<file path="config.mk">
export PLATFORM = sky130hd
export DESIGN_NAME = ysyx_23060236_btb_flat
export DESIGN_NICKNAME = d
export VERILOG_FILES = /design/src/rtl/ysyx_23060236_btb_pkg.sv /design/src/rtl/ysyx_23060236_btb_if.sv /design/src/rtl/ysyx_23060236_btb_ram.sv /design/src/rtl/ysyx_23060236_btb.sv /design/src/flat_wrapper.sv
export SDC_FILE = /design/constraint.sdc
export NUM_CORES = 1
export LEC_CHECK = 0
export ABC_AREA = 1
export BUFFER_PORTS_ARGS = -buffer_cell sky130_fd_sc_hd__buf_2
export CAP_MARGIN = 10
export CORE_MARGIN = 2
export CORE_UTILIZATION = 44
export DETAILED_ROUTE_END_ITERATION = 10
export GPL_ROUTABILITY_DRIVEN = 0
export MAX_ROUTING_LAYER = met4
export PLACE_DENSITY = 0.59
export SETUP_SLACK_MARGIN = 0.02
export SLEW_MARGIN = 20
export SYNTH_ARGS = -nofsm -noshare
export SYNTH_HDL_FRONTEND = slang
export SYNTH_SLANG_ARGS = --single-unit
</file>
<file path="constraint.sdc">
create_clock -name clock -period 13.2 [get_ports clock]
set_clock_uncertainty 0.15 [all_clocks]
set_input_delay 1.32 -clock clock [delete_from_list [all_inputs] [get_ports clock]]
set_output_delay 1.32 -clock clock [all_outputs]
set_load 0.05 [all_outputs]
</file>
<file path="src/rtl/ysyx_23060236_btb_pkg.sv">
// Shared definitions for the branch target buffer.
//   BTB_ADDR_W / BTB_IDX_W : default PC width and index width
//   btb_state_e            : sweep FSM encoding (BTB_IDLE=0, BTB_CLEAR=1)
// Optional build macro YSYX_23060236_BTB_BYPASS_EN is consumed by the top level.
package ysyx_23060236_btb_pkg;
   localparam int BTB_ADDR_W = 25;
   localparam int BTB_IDX_W  = 4;

   typedef enum logic {
      BTB_IDLE  = 1'b0,
      BTB_CLEAR = 1'b1
   } btb_state_e;
endpackage

</file>
<file path="src/rtl/ysyx_23060236_btb_if.sv">
// Fetch/execute facing bundle of the branch target buffer.
//   lookup : req_valid/req_ready/req_pc -> resp_valid/resp_hit/resp_target
//   update : upd_valid/upd_pc/upd_target from execute
//   control: flush in, busy out (clear sweep running)
// Modport slave is the BTB, master is the core side.
interface ysyx_23060236_btb_if #(
   parameter int ADDR_W = ysyx_23060236_btb_pkg::BTB_ADDR_W
);
   logic              req_valid;
   logic              req_ready;
   logic [ADDR_W-1:0] req_pc;
   logic              resp_valid;
   logic              resp_hit;
   logic [31:0]       resp_target;
   logic              upd_valid;
   logic [ADDR_W-1:0] upd_pc;
   logic [31:0]       upd_target;
   logic              flush;
   logic              busy;

   modport slave (
      input  req_valid, req_pc, upd_valid, upd_pc, upd_target, flush,
      output req_ready, resp_valid, resp_hit, resp_target, busy
   );
   modport master (
      output req_valid, req_pc, upd_valid, upd_pc, upd_target, flush,
      input  req_ready, resp_valid, resp_hit, resp_target, busy
   );
endinterface

</file>
<file path="src/rtl/ysyx_23060236_btb_ram.sv">
// Entry storage for the BTB: one synchronous write port, one combinational
// read port, no reset (validity lives in the top level).
//   clock       : write clock
//   we/widx/wdata : write port
//   ridx/rdata    : read port
module ysyx_23060236_btb_ram #(
   parameter int IDX_W  = 4,
   parameter int DATA_W = 51
) (
   input  logic              clock,
   input  logic              we,
   input  logic [IDX_W-1:0]  widx,
   input  logic [DATA_W-1:0] wdata,
   input  logic [IDX_W-1:0]  ridx,
   output logic [DATA_W-1:0] rdata
);
   logic [DATA_W-1:0] mem [2**IDX_W];

   always_ff @(posedge clock) begin
      if (we) mem[widx] <= wdata;
   end

   assign rdata = mem[ridx];
endmodule

</file>
<file path="src/rtl/ysyx_23060236_btb.sv">
// Direct-mapped branch target buffer.
//   clock, reset : core clock, asynchronous active-high reset
//   bus (slave)  : lookup request/response, execute update, flush, busy
// A sequential sweep invalidates one entry per cycle after reset or flush;
// lookups are refused and updates dropped while it runs.
// Build macro YSYX_23060236_BTB_BYPASS_EN forwards a same-cycle update with
// matching index and tag straight to the lookup response.
module ysyx_23060236_btb
   import ysyx_23060236_btb_pkg::*;
#(
   parameter int ADDR_W = BTB_ADDR_W,
   parameter int IDX_W  = BTB_IDX_W,
   parameter int TAG_W  = ADDR_W - 2 - IDX_W
) (
   input  logic clock,
   input  logic reset,
   ysyx_23060236_btb_if.slave bus
);
   localparam int DATA_W = TAG_W + 32;

   btb_state_e          state_q, state_d;
   logic [IDX_W-1:0]    clr_idx_q, clr_idx_d;
   logic [2**IDX_W-1:0] valid_q;

   logic [IDX_W-1:0]  rd_idx, wr_idx;
   logic [TAG_W-1:0]  rd_tag, wr_tag;
   logic [DATA_W-1:0] rd_data;
   logic              upd_we, accept, hit_raw, hit;
   logic [31:0]       target;

   assign rd_idx = bus.req_pc[IDX_W+1:2];
   assign rd_tag = bus.req_pc[ADDR_W-1:IDX_W+2];
   assign wr_idx = bus.upd_pc[IDX_W+1:2];
   assign wr_tag = bus.upd_pc[ADDR_W-1:IDX_W+2];

   // flush beats a same-cycle update
   assign upd_we = (state_q == BTB_IDLE) & bus.upd_valid & ~bus.flush;
   assign accept = bus.req_valid & bus.req_ready;

   ysyx_23060236_btb_ram #(.IDX_W(IDX_W), .DATA_W(DATA_W)) u_ram (
      .clock (clock),
      .we    (upd_we),
      .widx  (wr_idx),
      .wdata ({wr_tag, bus.upd_target}),
      .ridx  (rd_idx),
      .rdata (rd_data)
   );

   assign hit_raw = valid_q[rd_idx] & (rd_data[DATA_W-1:32] == rd_tag);

`ifdef YSYX_23060236_BTB_BYPASS_EN
   logic byp;
   assign byp    = upd_we & (wr_idx == rd_idx) & (wr_tag == rd_tag);
   assign hit    = byp | hit_raw;
   assign target = byp ? bus.upd_target : (hit_raw ? rd_data[31:0] : 32'h0);
`else
   assign hit    = hit_raw;
   assign target = hit_raw ? rd_data[31:0] : 32'h0;
`endif

   always_comb begin
      state_d   = state_q;
      clr_idx_d = clr_idx_q;
      case (state_q)
         BTB_CLEAR: begin
            if (bus.flush) begin
               clr_idx_d = '0;
            end else if (&clr_idx_q) begin
               state_d   = BTB_IDLE;
               clr_idx_d = '0;
            end else begin
               clr_idx_d = clr_idx_q + 1'b1;
            end
         end
         default: begin
            if (bus.flush) begin
               state_d   = BTB_CLEAR;
               clr_idx_d = '0;
            end
         end
      endcase
   end

   always_ff @(posedge clock or posedge reset) begin
      if (reset) begin
         state_q         <= BTB_CLEAR;
         clr_idx_q       <= '0;
         bus.resp_valid  <= 1'b0;
         bus.resp_hit    <= 1'b0;
         bus.resp_target <= 32'h0;
      end else begin
         state_q        <= state_d;
         clr_idx_q      <= clr_idx_d;
         bus.resp_valid <= accept;
         if (accept) begin
            bus.resp_hit    <= hit;
            bus.resp_target <= target;
         end
      end
   end

   // Valid bits need no reset: the sweep clears them before IDLE is reached.
   always_ff @(posedge clock) begin
      if (state_q == BTB_CLEAR) valid_q[clr_idx_q] <= 1'b0;
      else if (upd_we)          valid_q[wr_idx]    <= 1'b1;
   end

   assign bus.req_ready = (state_q == BTB_IDLE);
   assign bus.busy      = (state_q == BTB_CLEAR);
endmodule

</file>
<file path="src/flat_wrapper.sv">
// flat-port wrapper written by rule: the top's interface ports become plain ports
module ysyx_23060236_btb_flat import ysyx_23060236_btb_pkg::*;
#(
   parameter int ADDR_W = BTB_ADDR_W,
   parameter int IDX_W  = BTB_IDX_W,
   parameter int TAG_W  = ADDR_W - 2 - IDX_W
)
  (clock, reset, bus_req_valid, bus_req_pc, bus_upd_valid, bus_upd_pc, bus_upd_target, bus_flush, bus_req_ready, bus_resp_valid, bus_resp_hit, bus_resp_target, bus_busy);
  ysyx_23060236_btb_if #(.ADDR_W(ADDR_W)) bus_i ();
  input  logic clock;
  input  logic reset;
  input wire logic [$bits(bus_i.req_valid)-1:0] bus_req_valid;
  input wire logic [$bits(bus_i.req_pc)-1:0] bus_req_pc;
  input wire logic [$bits(bus_i.upd_valid)-1:0] bus_upd_valid;
  input wire logic [$bits(bus_i.upd_pc)-1:0] bus_upd_pc;
  input wire logic [$bits(bus_i.upd_target)-1:0] bus_upd_target;
  input wire logic [$bits(bus_i.flush)-1:0] bus_flush;
  output wire logic [$bits(bus_i.req_ready)-1:0] bus_req_ready;
  output wire logic [$bits(bus_i.resp_valid)-1:0] bus_resp_valid;
  output wire logic [$bits(bus_i.resp_hit)-1:0] bus_resp_hit;
  output wire logic [$bits(bus_i.resp_target)-1:0] bus_resp_target;
  output wire logic [$bits(bus_i.busy)-1:0] bus_busy;
  assign bus_i.req_valid = bus_req_valid;
  assign bus_i.req_pc = bus_req_pc;
  assign bus_i.upd_valid = bus_upd_valid;
  assign bus_i.upd_pc = bus_upd_pc;
  assign bus_i.upd_target = bus_upd_target;
  assign bus_i.flush = bus_flush;
  assign bus_req_ready = bus_i.req_ready;
  assign bus_resp_valid = bus_i.resp_valid;
  assign bus_resp_hit = bus_i.resp_hit;
  assign bus_resp_target = bus_i.resp_target;
  assign bus_busy = bus_i.busy;
  ysyx_23060236_btb #(.ADDR_W(ADDR_W), .IDX_W(IDX_W), .TAG_W(TAG_W)) u_core (.clock(clock), .reset(reset), .bus(bus_i));
endmodule
</file>
==> impl_results.rst <==
.. list-table::
   :header-rows: 1

   * - Metric
     - Value
   * - Internal power contribution
     - between 0.004 and 0.005 W
   * - Overall die width
     - 287 um
   * - Transition time at the pin with the least slew margin
     - 1.14 ns
   * - Maximum number of pins on one net before global-route repair
     - around 110
   * - Register-to-Register Path Depth
     - 12
   * - Setup slack after placement
     - ~7.5 ns
   * - Part of the power in registers
     - 51.4%
   * - R2r startpoint
     - u_core.bus.busy
   * - Power dissipated by switching net loads
     - ~0.0013 W
   * - Count of maximum capacitance violations
     - 0
   * - HPWL Detailed
     - about 45 mm
   * - Cell total after placement
     - between 3000 and 4000
   * - Share of the yosys chip area belonging to registers
     - between 70% and 80%
   * - Setup TNS
     - 0 ns
   * - Total power
     - between 0.005 and 0.006 W
   * - Layout filler cell count
     - roughly 6800
   * - Mapped Avg Cell Area
     - between 10 and 15 um2
   * - Wire length per cell after detailed routing
     - ~23 um
   * - Unrepaired setup endpoints after global routing
     - no
   * - Wire length of the first global-routing pass
     - ~140 mm
   * - Die Y-Extent
     - approximately 290 um
   * - Number of buffers inserted to repair setup after CTS
     - 0
   * - Area growth from synthesis to layout
     - 12.7%
   * - TritonCTS sink count
     - about 870
   * - CTS root buffer
     - clkbuf_16
   * - Routed Wire Length
     - ~94 mm
   * - Leakage power of the design
     - roughly 14 nW
   * - Post-synthesis async set-or-reset flop share
     - approximately 4.5%
   * - Run status
     - finished, final reports clean
   * - Clock Power Share
     - ~44%
   * - Period Utilization, post-route
     - just under 40%
   * - Vias/cell
     - 5.63
   * - Finish-stage setup viols
     - 0
   * - Combinational power share
     - 4.9%
   * - Number of enable-type register cells in the synthesized netlist
     - 832
   * - Hold Startpoint
     - u_core.bus.resp_target[6]
   * - FMAX
     - between 150 and 200 MHz
   * - Worst-skew pair later-pin latency
     - between 0.6 and 0.7 ns
   * - Leading cell type in the layout, fill and taps excluded
     - edfxtp_1
   * - Initial Utilization
     - between 40 and 50%
   * - Count of vias placed by the detailed router
     - roughly 23000
   * - Distinct cells, synth
     - 31
   * - Worst hold endpoint
     - u_core.bus.resp_target[6]
   * - Tightest Hold Check Type
     - reg2reg
   * - Flip-flop and latch count after synthesis
     - about 870
   * - Cts repair resizes
     - 0
   * - Core footprint
     - 79300 um2
   * - Setup Crit Path Kind
     - in2reg
   * - Cell area after synthesis
     - about 35000 um2
   * - Post-synthesis cell count
     - between 2000 and 3000
   * - GRT Util Overall
     - between 20% and 30%
   * - Number of global-route vias before repair
     - 22700
   * - Reg-to-reg critical path endpoint
     - u_core.bus.resp_target[7]
   * - Total congestion overflow after global routing
     - 0
   * - I/O pin count
     - between 100 and 150
   * - Number of endpoints with negative hold slack in the final report
     - 0
   * - Dominant register cell in the synthesized netlist
     - edfxtp_1
   * - Category of the worst setup path capture point
     - flip-flop
   * - Layout Cells excl Fill
     - just over 4000
   * - Data arrival time of the critical path
     - about 5.5 ns
   * - Number of hold buffers added after CTS
     - 0
   * - Port bufs
     - roughly 120
   * - Deepest clock path buffer count
     - 3
   * - Minimum period implied by the final worst setup slack
     - around 5.1 ns
   * - Post-Syn Nets
     - 2953
   * - Hold Path Depth
     - 2
   * - Highest ir drop seen on vdd
     - 95.3 uV
   * - Residual DRC count
     - 0
   * - Drt initial violations
     - 2558
   * - Top library cells by usage in the layout, fill and taps aside
     - edfxtp_1 (832), nand2_1 (735), a21oi_1 (255)
   * - Worst endpoint required time
     - between 10 and 15 ns
   * - Clock slew at reported path FFs
     - 0.06 ns
   * - Layout net count
     - 3017
   * - Power density cells
     - between 100 and 150 nW/um2
   * - Antenna viol nets, final
     - 0
   * - Startpoint type of the worst setup path
     - primary input
   * - Number of warning messages in the yosys log
     - 0
   * - Number of rows created at floorplan
     - just over 100
   * - Largest fanout on the critical path
     - 100
   * - Slack of the worst reg-to-reg path
     - ~9.4 ns
   * - H-tree depth
     - 3
   * - Net switching fraction of the power
     - 21.5%
   * - Clock tree from TritonCTS
     - yes
   * - CTS buffer count
     - 91
   * - Count of pins over their slew limit
     - 0
   * - Initial antenna violation count
     - 9
   * - Setup WS post-layout
     - ~8 ns
   * - Worst slew margin
     - 23.7%
   * - WHS
     - ~0.33 ns
   * - Die Outline Area
     - just over 80000 um2
   * - DR pass1 iterations
     - 6
   * - Fraction of layout instances using a drive strength above 1
     - a little over a tenth
power by group through the flow:
stage	clock network (W)	logic, W	registers [W]
global placement	0	0.000279	0.00309
detailed placement	0	0.000290	0.00309
finish	0.00257	0.000291	0.00303
global route	0.00273	0.000325	0.00303
CTS	0.00262	0.000291	0.00303
floorplan	0	0.000181	0.00309
kinds of logic (layout without fill, tap and decap cells):
group | after synthesis | count (layout) | synth area share (%)
adders and majority gates | 4 | 4 | 0.142
buffers and inverters | 337 | 479 | 4.24
and+or+nand+nor | 1087 | 1087 | 12.5
xor gates and xnor gates | 1 | 1 | 0.0248
other | 0 | 8 | 0
AOI/OAI and AO/OA | 562 | 562 | 9.67
DFF | 871 | 871 | 73.4
how the worst max path moves through the flow:
stage                       start                          to  slack, ns
finish              bus_req_pc[2]  u_core.bus.resp_target[10]       8.10
floorplan               bus_flush     u_core.u_ram.mem[11][0]       7.38
global placement    bus_req_pc[2]   u_core.bus.resp_target[2]       7.22
detailed placement  bus_req_pc[2]   u_core.bus.resp_target[3]       7.46
CTS                 bus_req_pc[2]   u_core.bus.resp_target[3]       8.14
global route        bus_req_pc[2]   u_core.bus.resp_target[7]       7.78
final cells by class:
type | instances | area, um2 | share of cell area [%]
Antenna cell | 8 | 20.0 | 0.0502
Sequential cell | 871 | 26000 | 65.1
Clock buffer | 99 | 2310 | 5.79
Clock inverter | 72 | 709 | 1.78
Multi-Input combinational cell | 1654 | 8010 | 20.1
Inverter | 149 | 577 | 1.45
Tap cell | 1050 | 1310 | 3.30
Timing Repair Buffer | 159 | 961 | 2.41
cell usage after synthesis, drive strengths merged (2+ instances only):
master	count	area, um2
ha	4	50.1
nand3	168	841
o211ai	29	218
o31ai	7	52.6
nand2	736	2760
o21ai	134	671
buf	116	671
a21oi	255	1280
a22oi	5	37.5
a32o	14	140
nor2	141	552
inv	148	556
nand4	32	200
dfrtp	38	951
a31oi	2	12.5
a221oi	114	998
nor3	6	30.0
clkbuf	72	270
edfxtp	832	25000
nand3b	4	30.0
state kept, by name, summed over array words and instances, names as in the netlist:
name                    cells
u_core.bus.busy             1
u_core.valid_q             16
u_core.u_ram.mem          816
u_core.bus.resp_valid       1
u_core.bus.resp_hit         1
u_core.clr_idx_q            4
u_core.bus.resp_target     32
critical path: stages:
cell and delay (ns):
buf_8 0.50, buf_4 0.87, buf_4 0.94, o21ai_0 0.21, o211ai_1 0.23, nand3_1 0.12
nand2_1 0.09, nand2_1 0.05, nand2_1 0.05, nand2_1 0.08, nor2_4 0.33, buf_16 0.21
buf_16 0.16, nand4_1 0.11, nand2_1 0.10
through the flow:
stage | cell area, um2 | utilization [%]
after detailed placement | 36800 | 46.5
final | 39900 | 50.3
after global placement | 36800 | 46.4
after CTS | 39800 | 50.3
after floorplan | 35400 | -
after global routing | 39900 | 50.3
per-layer routing:
layer / up-vias / wire, um / GRT usage (%)
li1: 10500 / - / -
met1: 11300 / 38800 / 29.8
met2: 897 / 46400 / 38.5
met3: 151 / 6840 / 3.77
met4: 0 / 2240 / 7.54
met5: - / 0 / -
No activity file was read; power rests on OpenSTA's default activity.
